## config.mk

```make
export PLATFORM = sky130hd
export DESIGN_NAME = code_sender_flat
export DESIGN_NICKNAME = d
export VERILOG_FILES = /design/src/rtl/code_sender_pkg.sv /design/src/rtl/code_sender_if.sv /design/src/rtl/code_sender_piso.sv /design/src/rtl/code_sender.sv /design/src/flat_wrapper.sv
export SDC_FILE = /design/constraint.sdc
export NUM_CORES = 1
export LEC_CHECK = 0
export CORE_MARGIN = 2
export CORE_UTILIZATION = 56
export DETAILED_ROUTE_END_ITERATION = 10
export GPL_ROUTABILITY_DRIVEN = 0
export PLACE_DENSITY = 0.94
export SLEW_MARGIN = 10
export SYNTH_ARGS = -nofsm -noshare
export SYNTH_HDL_FRONTEND = slang
export SYNTH_SLANG_ARGS = --single-unit
export TNS_END_PERCENT = 1
```

## constraint.sdc

```tcl
create_clock -name clk -period 2.5 [get_ports clk]
set_input_delay 0.25 -clock clk [delete_from_list [all_inputs] [get_ports clk]]
set_output_delay 0.25 -clock clk [all_outputs]
set_load 0.05 [all_outputs]
```

## src/rtl/code_sender_pkg.sv

```systemverilog
// Shared definitions for the serial code sender and the alarm lock it drives:
// state encodings, default sizing and the idle (mark) level of the entry line.
package code_sender_pkg;

  typedef enum logic [2:0] {
    ST_IDLE = 3'd0,
    ST_CLR  = 3'd1,
    ST_SEND = 3'd2,
    ST_WAIT = 3'd3,
    ST_OPEN = 3'd4,
    ST_FAIL = 3'd5
  } state_e;

  localparam int DEFAULT_CODE_LEN = 4;
  localparam int DEFAULT_TIMEOUT  = 8;

  // Level of the entry line whenever no code bit is being driven.
  localparam logic IDLE_LINE = 1'b1;

  function automatic logic state_is_busy(input state_e s);
    return (s == ST_CLR) || (s == ST_SEND) || (s == ST_WAIT);
  endfunction

endpackage

```

## src/rtl/code_sender_if.sv

```systemverilog
// Signal bundle between the keypad/controller side, the lock and code_sender.
interface code_sender_if
  import code_sender_pkg::*;
#(
  parameter int CODE_LEN = DEFAULT_CODE_LEN
) ();

  // Handshake: start is a level request with no ready; it is taken only on an
  // edge where the sender is in IDLE or FAIL. While busy is high requests are
  // dropped, not queued. code must be valid on the same edge that start is taken.
  logic                start;
  logic [CODE_LEN-1:0] code;
  logic                unlocked;
  logic                x;
  logic                lock_clr;
  logic                busy;
  logic                opened;
  logic                fail;

  modport master (
    output start,
    output code,
    output unlocked,
    input  x,
    input  lock_clr,
    input  busy,
    input  opened,
    input  fail
  );

  modport slave (
    input  start,
    input  code,
    input  unlocked,
    output x,
    output lock_clr,
    output busy,
    output opened,
    output fail
  );

endinterface

```

## src/rtl/code_sender_piso.sv

```systemverilog
// Parallel-in/serial-out shift register: load wins over shift, MSB leaves first.
module code_piso #(
  parameter int WIDTH = 4
) (
  input  logic             clk,
  input  logic             reset_n,
  input  logic             load,
  input  logic             shift_en,
  input  logic [WIDTH-1:0] din,
  output logic             msb
);

  logic [WIDTH-1:0] sreg_q;

  always_ff @(posedge clk or negedge reset_n) begin
    if (!reset_n) begin
      sreg_q <= '0;
    end else if (load) begin
      sreg_q <= din;
    end else if (shift_en) begin
      sreg_q <= sreg_q << 1;
    end
  end

  assign msb = sreg_q[WIDTH-1];

endmodule

```

## src/rtl/code_sender.sv

```systemverilog
// Serial code transmitter: clears the lock, shifts the code out MSB-first on x,
// then waits a bounded time for the lock's unlocked indication.
module code_sender
  import code_sender_pkg::*;
#(
  parameter int CODE_LEN = DEFAULT_CODE_LEN,
  parameter int TIMEOUT  = DEFAULT_TIMEOUT
) (
  input  logic         clk,
  input  logic         reset_n,
  code_sender_if.slave bus,
  output state_e       state_dbg
);

  localparam logic [3:0] LAST_BIT  = 4'(CODE_LEN - 1);
  localparam logic [7:0] LAST_WAIT = 8'(TIMEOUT - 1);

  state_e     state_q;
  state_e     state_d;
  logic [3:0] bit_cnt_q;
  logic [7:0] wait_cnt_q;
  logic       load;
  logic       shift_en;
  logic       piso_msb;

  always_ff @(posedge clk or negedge reset_n) begin
    if (!reset_n) begin
      state_q <= ST_IDLE;
    end else begin
      state_q <= state_d;
    end
  end

  always_comb begin
    state_d  = state_q;
    load     = 1'b0;
    shift_en = 1'b0;
    case (state_q)
      ST_IDLE, ST_FAIL: begin
        if (bus.start) begin
          load    = 1'b1;
          state_d = ST_CLR;
        end
      end
      ST_CLR: begin
        state_d = ST_SEND;
      end
      ST_SEND: begin
        shift_en = 1'b1;
        if (bit_cnt_q == LAST_BIT) begin
          state_d = ST_WAIT;
        end
      end
      ST_WAIT: begin
        if (bus.unlocked) begin
          state_d = ST_OPEN;
        end else if (wait_cnt_q == LAST_WAIT) begin
          state_d = ST_FAIL;
        end
      end
      ST_OPEN: begin
        if (!bus.unlocked) begin
          state_d = ST_IDLE;
        end
      end
      default: begin
        state_d = ST_IDLE;
      end
    endcase
  end

  // Bit counter is zeroed on capture and again in CLR, so SEND always starts at 0.
  always_ff @(posedge clk or negedge reset_n) begin
    if (!reset_n) begin
      bit_cnt_q <= '0;
    end else if (load || (state_q == ST_CLR)) begin
      bit_cnt_q <= '0;
    end else if (state_q == ST_SEND) begin
      bit_cnt_q <= bit_cnt_q + 4'd1;
    end
  end

  // Wait counter only runs inside WAIT; any other state holds it at zero.
  always_ff @(posedge clk or negedge reset_n) begin
    if (!reset_n) begin
      wait_cnt_q <= '0;
    end else if (state_q != ST_WAIT) begin
      wait_cnt_q <= '0;
    end else if (!bus.unlocked) begin
      wait_cnt_q <= wait_cnt_q + 8'd1;
    end
  end

  code_piso #(
    .WIDTH (CODE_LEN)
  ) u_piso (
    .clk      (clk),
    .reset_n  (reset_n),
    .load     (load),
    .shift_en (shift_en),
    .din      (bus.code),
    .msb      (piso_msb)
  );

  assign bus.x        = (state_q == ST_SEND) ? piso_msb : IDLE_LINE;
  assign bus.lock_clr = (state_q == ST_CLR);
  assign bus.busy     = state_is_busy(state_q);
  assign bus.opened   = (state_q == ST_OPEN);
  assign bus.fail     = (state_q == ST_FAIL);
  assign state_dbg    = state_q;

endmodule

```

## src/flat_wrapper.sv

```systemverilog
// flat-port wrapper written by rule: the top's interface ports become plain ports
module code_sender_flat import code_sender_pkg::*;
#(
  parameter int CODE_LEN = DEFAULT_CODE_LEN,
  parameter int TIMEOUT  = DEFAULT_TIMEOUT
)
  (clk, reset_n, state_dbg, bus_start, bus_code, bus_unlocked, bus_x, bus_lock_clr, bus_busy, bus_opened, bus_fail);
  code_sender_if #(.CODE_LEN(CODE_LEN)) bus_i ();
  input  logic clk;
  input  logic reset_n;
  output state_e state_dbg;
  input wire logic [$bits(bus_i.start)-1:0] bus_start;
  input wire logic [$bits(bus_i.code)-1:0] bus_code;
  input wire logic [$bits(bus_i.unlocked)-1:0] bus_unlocked;
  output wire logic [$bits(bus_i.x)-1:0] bus_x;
  output wire logic [$bits(bus_i.lock_clr)-1:0] bus_lock_clr;
  output wire logic [$bits(bus_i.busy)-1:0] bus_busy;
  output wire logic [$bits(bus_i.opened)-1:0] bus_opened;
  output wire logic [$bits(bus_i.fail)-1:0] bus_fail;
  assign bus_i.start = bus_start;
  assign bus_i.code = bus_code;
  assign bus_i.unlocked = bus_unlocked;
  assign bus_x = bus_i.x;
  assign bus_lock_clr = bus_i.lock_clr;
  assign bus_busy = bus_i.busy;
  assign bus_opened = bus_i.opened;
  assign bus_fail = bus_i.fail;
  code_sender #(.CODE_LEN(CODE_LEN), .TIMEOUT(TIMEOUT)) u_core (.clk(clk), .reset_n(reset_n), .bus(bus_i), .state_dbg(state_dbg));
endmodule
```

# --- Yosys cells after proc, flatten, opt, wreduce, memory -nomap -nowiden ---
# Index checks and enable logic that the tools add are counted.
word_totals:
  input_bits: 8
  out_inout_bits: 8
  elab_cells: 43
  reg_bits: 19
classes:
  n_addsub: 2
  eq_ne: 13
  n_mux: 16
  n_reduce_logical: 8
ops:
  columns: ["op", "count"]
  rows:
  - ["$mux W4", 4]
  - ["$mux W8", 2]
  - ["$mux W3", 5]
  - ["$pmux W3 S5", 1]
  - ["$add A8 B1 Y8 const B", 1]
  - ["$eq A8 B3 Y1 const B", 1]
  - ["$eq A3 B2 Y1 const B", 2]
  - ["$eq A3 B3 Y1 const B", 2]
  - ["$ne A3 B2 Y1 const B", 2]
  - ["$add A4 B1 Y4 const B", 1]
  - ["$eq A4 B2 Y1 const B", 1]
  - ["$mux W1", 4]
  - ["$ne A2 B1 Y1 const B", 2]
  - ["$ne A2 B2 Y1 const B", 2]
  - ["$reduce_and A4 Y1", 1]
  - ["$reduce_bool A2 Y1", 2]
  - ["$eq A3 B1 Y1 const B", 1]
  - ["$logic_not A3 Y1", 1]
  - ["$logic_or A1 B1 Y1", 3]
  - ["$reduce_or A2 Y1", 1]

# --- Depth between registers and ports, before layout ---
# Gate-level depths: netlist of run 1.
logic_depth:
  ltp_word: 5
  mapped_depth: 5
  mapped_depth_nobuf: 4

# --- Cells and area by module ---
# Synthesis of run 1 repeated with hierarchy kept, for this count alone.
unflattened:
  cells_unflattened: 102
  hier_area_um2: 1019.7
by_module_without_submodules:
  columns: ["mod", "seq_area_each_um2", "cells_each", "n_inst", "area_per_inst_um2"]
  rows:
  - ["code_sender", 375.4, 87, 1, 850.8]
  - ["code_piso", 100.1, 15, 1, 168.9]

# --- Worst setup path after synthesis of run 1 ---
# Ideal clock, no wire load.
synth_timing:
  path_kind: "flip-flop to output port"
  startpoint: "reg u_core.state_q[0] (netlist: u_core.state_dbg[0])"
  endpoint: "out bus_lock_clr"
  path_stages_with_launch: 4
  path_buffers: 1
  arrival_time_ns: 2.114
  slack_ns: 0.136
  t_required_ns: 2.250
  cell_sequence: "dfrtp_1 > buf_4 > inv_1 > nor3_1"
synth_via:
  elab_chain_len: 1
synth_rtl:
  columns: ["element", "line", "rtl"]
  rows:
  - ["start: declaration", "code_sender.sv:18", "state_e state_q;"]
  - ["start signal: assignment", "code_sender.sv:30", "state_q <= state_d;"]
  - ["$eq A3 B1 Y1", "code_sender.sv:106", "assign bus.lock_clr = (state_q == ST_CLR);"]
  - ["end: declaration", "flat_wrapper.sv:16", "output wire logic [$bits(bus_i.lock_clr)-1:0] bus_lock_clr;"]
# Every way passes these cells.

# --- Final worst setup path of run 1 ---
layout_timing:
  startpoint: "reg u_core.state_q[1] (netlist: u_core.state_dbg[1])"
  endpoint: "out bus_x"
layout_via:
  elab_chain_len: 2
layout_rtl:
  columns: ["element", "line", "rtl"]
  rows:
  - ["$eq A3 B2 Y1", "code_sender.sv:105", "assign bus.x = (state_q == ST_SEND) ? piso_msb : IDLE_LINE;"]
  - ["$mux W1", "code_sender.sv:105", null]
  - ["end: declaration", "flat_wrapper.sv:15", "output wire logic [$bits(bus_i.x)-1:0] bus_x;"]
# Every way passes these cells.

==> results of run 1 <==
[layer usage]
metal  global-route usage  vias to the layer above  share of wire
li1                     -                      409              -
met1                0.277                      404           0.44
met2                0.335                       36           0.48
met3               0.0604                        6          0.052
met4                0.108                        0          0.021
met5                    0                        -              0
[sequential cells by signal, indices dropped and copies added, names as in the netlist]
name	cells
u_core.u_piso.sreg_q	4
u_core.wait_cnt_q	8
u_core.bit_cnt_q	4
u_core.state_dbg	3
[cell type report]
cell class                      count  area, sq um
Inverter                            3         11.3
Sequential cell                    19          475
Tap cell                           25         31.3
Multi-Input combinational cell     78          543
Clock inverter                      1         5.00
Fill cell                         139          523
Clock buffer                        3         22.5
Timing Repair Buffer               15          153
[layout by cell type, fill, tap and decap left out, types with 2 or more instances in the layout]
master,instances
clkdlybuf4s50_1,14
a21oi_1,5
a211o_1,2
nand4b_1,3
o21ai_0,5
inv_1,3
and3_1,3
mux2i_1,2
mux2_2,3
ha_1,2
xnor2_1,2
nor3_1,3
a221o_1,2
a22o_1,3
clkbuf_4,3
nand2b_1,3
nor2_1,11
dfrtp_1,19
nor2b_1,2
nand2_1,7
xor2_1,3
[power breakdown]
group	internal [uW]	leakage, uW	switching [uW]
clock	59.6	0.0000177	92.3
sequential	382	0.000253	111
combinational	275	0.000327	365
[cell usage after synthesis, drive strengths merged]
cell type / n
dfrtp: 19
nor2: 11
nand2: 7
a21oi: 5
buf: 5
o21ai: 5
a22o: 3
and3: 3
inv: 3
mux2: 3
nand2b: 3
nand4b: 3
nor3: 3
xor2: 3
a211o: 2
a221o: 2
ha: 2
mux2i: 2
nor2b: 2
or2: 2
or3: 2
xnor2: 2
a31oi: 1
a41oi: 1
and2b: 1
and3b: 1
nand3: 1
nand3b: 1
nor3b: 1
o21a: 1
o21bai: 1
o22ai: 1
o2bb2ai: 1
o31ai: 1
or4: 1
[cells by family after synthesis]
logic type / share of synthesized area
AOI/OAI and AO/OA: 0.156
xor gates and xnor gates: 0.0412
adders and majority gates: 0.0235
buffers and inverters: 0.0423
DFF: 0.447
muxes: 0.0506
and+or+nand+nor: 0.239
[how the worst max path moves through the flow]
stage                     slack, ps  cells past startpoint            to
after floorplan                 140                      3  bus_lock_clr
after global placement          510                      3  bus_lock_clr
after detailed placement        450                      3  bus_lock_clr
after CTS                       120                      3  bus_lock_clr
after global routing             60                      3         bus_x
final                           170                      3         bus_x
[worst register-to-register path, cell delays in order, from the launching register on]
cell,delay [ps]
dfrtp_1,610
nor3b_4,390
mux2_2,380
mux2_2,260
[metrics by stage]
stage / setup WS [ps] / hold WS, ps / total power [uW] / area, sq um
final: 173 / 412 / 1290 / 1240
after global routing: 58.3 / 497 / 1370 / 1240
after CTS: 121 / 453 / 1290 / 1240
after detailed placement: 448 / 490 / 1140 / 1210
after global placement: 508 / 493 / 1120 / 1210
after floorplan: 136 / -45.6 / 972 / 1060
==> impl_results.md, run 1 <==
- Status: finished clean
- Crit Path Class: reg -> out
- TNS Setup: 0 ps
- Initial antenna violation count: 0
- Static Leak: 0.000598 uW
- Skew-Pair Late Insertion Delay: 290 ps
- MaxCap Viol Count: 0
- CP max FO: 14
- Netlist cell types: 39
- Detailed placer's ending HPWL: 1520 microns
- Port buffer count: 15
- Synth Cell Area: 1060 sq um
- Pins Over Slew Limit: 0
- Vias in the first global route: 752
- Starting density of the core: 0.603
- Synth Net Count: 115
- Fin crit period: 2330 ps
- H-tree depth: 1
- CTS Buf Count: 3
- WP data arrival: 2080 ps
- Reg-to-reg slack, setup: 770 ps
- Final setup fails: 0
- TritonCTS clock tree: built
- Register area share after synthesis: 0.447
- Remaining antenna violation count after routing: 0
- Worst Path Buf+Inv: 1
- Placed Instances: 140
- Detailed Route WL: 2060 microns
- Area grow syn2layout: 16.7%
- Final Cycle Share: 0.931
- R2R cell count: 3
- Mapped Cells: 105
- Synth Area per Inst: 10.1 sq um
- Wire per inst: 14.3 microns
- Clk slew on worst S/H paths: 100 ps
- Ant diodes: 0
- Final hold vios: 0
- Yosys reg bits: 19
- Worst Setup End Kind: primary output
- Vert. Die Dim: 47.6 microns
- Cell Chain, Critical Path: nor3b_4 > nand2b_1 > clkdlybuf4s50_1
- Clk_skew: 1.31 ps
- Postcts setup bufs: 0
- Clock tree sinks: 19
- Slew HR: 0.457
- Clk root buf: clkbuf_4
- Fin cells: 144
- Slew @ Worst Pin: 812 ps
- Pwr dens: 1040 nW/um^2
- Die area: 2260 sq um
- Unrepaired setup endpoints after global routing: no
- Initial DRC count: 25
- Worst setup SP type: flip-flop
- Type of the tightest min-delay check: in -> async
- Post_cts resized: 0
- Pre-Repair DR Iteration Count: 4
- Largest net degree at the start of global routing: 20
- Req. time, crit path: 2250 ps
- Max stage delay on crit path: 700 ps
- Worst r2r dst: u_core.u_piso.sreg_q[2]
- Synth area leader: dfrtp_1
- Num ports: 16
- Layout cell share with drive strength beyond 1: 0.101
- Remaining DRCs: 0
- Core region area: 1760 sq um
- Dominant cells by area after synthesis: dfrtp_1 45%, nor2_1 3.9%, mux2_2 3.2%
- Grt total ovfl: 0
- Clk buf depth: 2
- FMAX: 430 MHz
- Final core occ: 0.704
- Worst IR Drop VDD: 1.05 mV
- Via/cell ratio: 5.94
- R2r startpoint: u_core.state_dbg[1]
- Total number of vias: 855
- # hold bufs at CTS: 0
- First-pass GRT wire length: 3280 microns
- Cell row count: 15
- Layout Nets: 130
- Total track usage: 0.216
- Top delay family on crit path: buffers and inverters
- Crit-path slowest cell: clkdlybuf4s50_1
- Synth warnings: 0
- Die Wd: 47.6 microns
- Critical Path Start: u_core.state_dbg[1]
- Post-synth top area share: 0.447
Note: power is estimated with default switching activity, not from simulation.
==> run 2, diff against run 1 <==
- GPL_ROUTABILITY_DRIVEN: 0 -> default
==> results of run 2 <==
No change in the layout: final DEF, timing and power equal those of run 1.
==> edit (config.mk and constraints of run 1) <==
`DEFAULT_CODE_LEN`: 4 -> 2.
--- a/src/rtl/code_sender_pkg.sv
+++ b/src/rtl/code_sender_pkg.sv
@@ -12,5 +12,5 @@
   } state_e;
 
-  localparam int DEFAULT_CODE_LEN = 4;
+  localparam int DEFAULT_CODE_LEN = 2;
   localparam int DEFAULT_TIMEOUT  = 8;
 
Ports: changed (resized bus_code); port bits go from 16 to 14. The function was not compared with the original's and may differ.
==> edit against run 1 <==
Power fell by 5.4%. Via count fell by 2.3%. Combinational power fell by 7.5%. Routed wire length rose by 1.2%. Sequential power fell by 3%. Area after synthesis fell by 4.9%. Sequential cell count fell by 2. Cell area fell by 5.8%. Sequential share of layout area fell by 1.7 points. Setup slack got worse by 0.014 ns. Critical path type unchanged. Largest cell class unchanged. Highest routed layer unchanged.
==> edit: results (changes against run 1) <==
status - complete, no violations
DR pass1 iterations - 4 (unchanged)
reg-to-reg slack, setup - 1.06 ns (+0.29 ns)
commonest cells in the netlist - dfrtp_1 (17), nor2_1 (10), nand2_1 (6)
FF-to-FF End - u_core.wait_cnt_q[6]
MaxCap Viol Count - 0 (unchanged)
largest cells by area after synthesis - dfrtp_1 (42%), ha_1 (3.7%), nor2_1 (3.7%)
vias in the first global route - 744 (-1.1%)
synth unique cells - 38 (-2.6%)
Port Buffers - 13 (-2)
gr usage total - 22.8% (+1.3 points)
Worst slew margin - 50.8% (+5.0 points)
number of fill cells - 132 (-5.0%)
nets - 125 (-3.8%)
Leak - 0.000516 uW (-14%)
clk_lat worst skew - 0.29 ns (about the same)
Syn Nets - 113 (-1.7%)
Hold WS - 0.385 ns (-0.0267 ns)
first-pass GRT wire length - 3.42 mm (+4.2%)
sequential area share after synthesis - 42.1% (-2.6 points)
R2R depth - 4 (+1)
Avg Vias per Cell - 5.96 (+0.45%)
Max IR drop VDD - 0.812 mV (-23%)
clk_skew - 0.00422 ns (+0.00291 ns)
most flop-heavy register - u_core.wait_cnt_q
largest net degree at the start of global routing - 23 (+15%)
HPWL after detailed placement - 1.48 mm (-2.4%)
Top FF cell, synth - dfrtp_1
H-tree depth - 1 (unchanged)
Worst R2R Start - u_core.wait_cnt_q[0]
first-iteration detailed-routing DRC count - 14 (-44%)
Hold WC Path Type - in2async
worst-path fanout max - 13 (-1)
fraction of layout cells with a size suffix above 1 - 7.83% (-2.3 points)
#FFs+latches synth - 17 (-2)
Avg WL per Cell - 14.9 um (+4.1%)
## edit: routing by layer
layer  routed length, um  vias up  global-route usage [%]
met5                   0        -                       0
met4                  55        0                    12.6
li1                    -      406                       -
met3                  44        7                    2.35
met2                 981       17                    32.2
met1                1010      405                    33.8
## edit: how the worst max path moves through the flow
| stage | slack (ns) | cells after the start | end | startpoint |
|---|---|---|---|---|
| CTS | 0.06 | 3 | bus_x | u_core.state_dbg[1] |
| detailed placement | 0.40 | 3 | bus_x | u_core.state_dbg[1] |
| global placement | 0.46 | 3 | bus_x | u_core.state_dbg[1] |
| floorplan | 0.18 | 3 | bus_opened | u_core.state_dbg[0] |
| finish | 0.16 | 3 | bus_x | u_core.state_dbg[2] |
| global route | 0.06 | 3 | bus_x | u_core.state_dbg[2] |
## edit: layout make-up
| type | count | area share [%] |
|---|---|---|
| multi-input cells | 78 | 46.4 |
| flip-flops and latches | 17 | 36.6 |
| repair buffers | 13 | 11.1 |
| well taps | 25 | 2.68 |
| clock buffers | 4 | 2.25 |
| inverters | 3 | 0.964 |
## edit: critical path: stages, from the launching register on
cell,delay [ns]
dfrtp_1,0.52
nand2b_1,0.25
or3_1,0.33
clkdlybuf4s50_1,0.71
## edit: power breakdown
part / total [uW] / switching [uW] / internal, uW / leakage (uW)
sequential: 477 / 140 / 337 / 0.000226
combinational: 592 / 345 / 247 / 0.000275
clock: 148 / 85.9 / 62.1 / 0.0000150
total: 1220 / 571 / 646 / 0.000516
## edit: cell families (layout without fill, tap and decap cells)
family,count (synthesis),in the layout,synth area share [%]
DFF,17,17,42.1
adders and majority gates,3,3,3.71
muxes,3,3,3.09
AOI/OAI and AO/OA,26,26,18.6
and+or+nand+nor,42,42,24.8
buffers and inverters,9,20,4.33
xor gates and xnor gates,4,4,3.47
## edit: repair_timing
item	4_1_cts	5_1_grt
hold buffers	0	0
gates resized for setup	0	2
setup endpoints to repair	0	2
## edit: stage by stage
step | std cells | worst slack [ns] | util, % | instance area, sq um
after detailed placement | 136 | 0.397 | 66.7 | 1140
after global routing | 140 | 0.0630 | 68.4 | 1170
after CTS | 140 | 0.0612 | 68.3 | 1170
after global placement | 136 | 0.463 | 66.7 | 1140
final | 140 | 0.159 | 68.4 | 1170
after floorplan | 104 | 0.179 | - | 1010
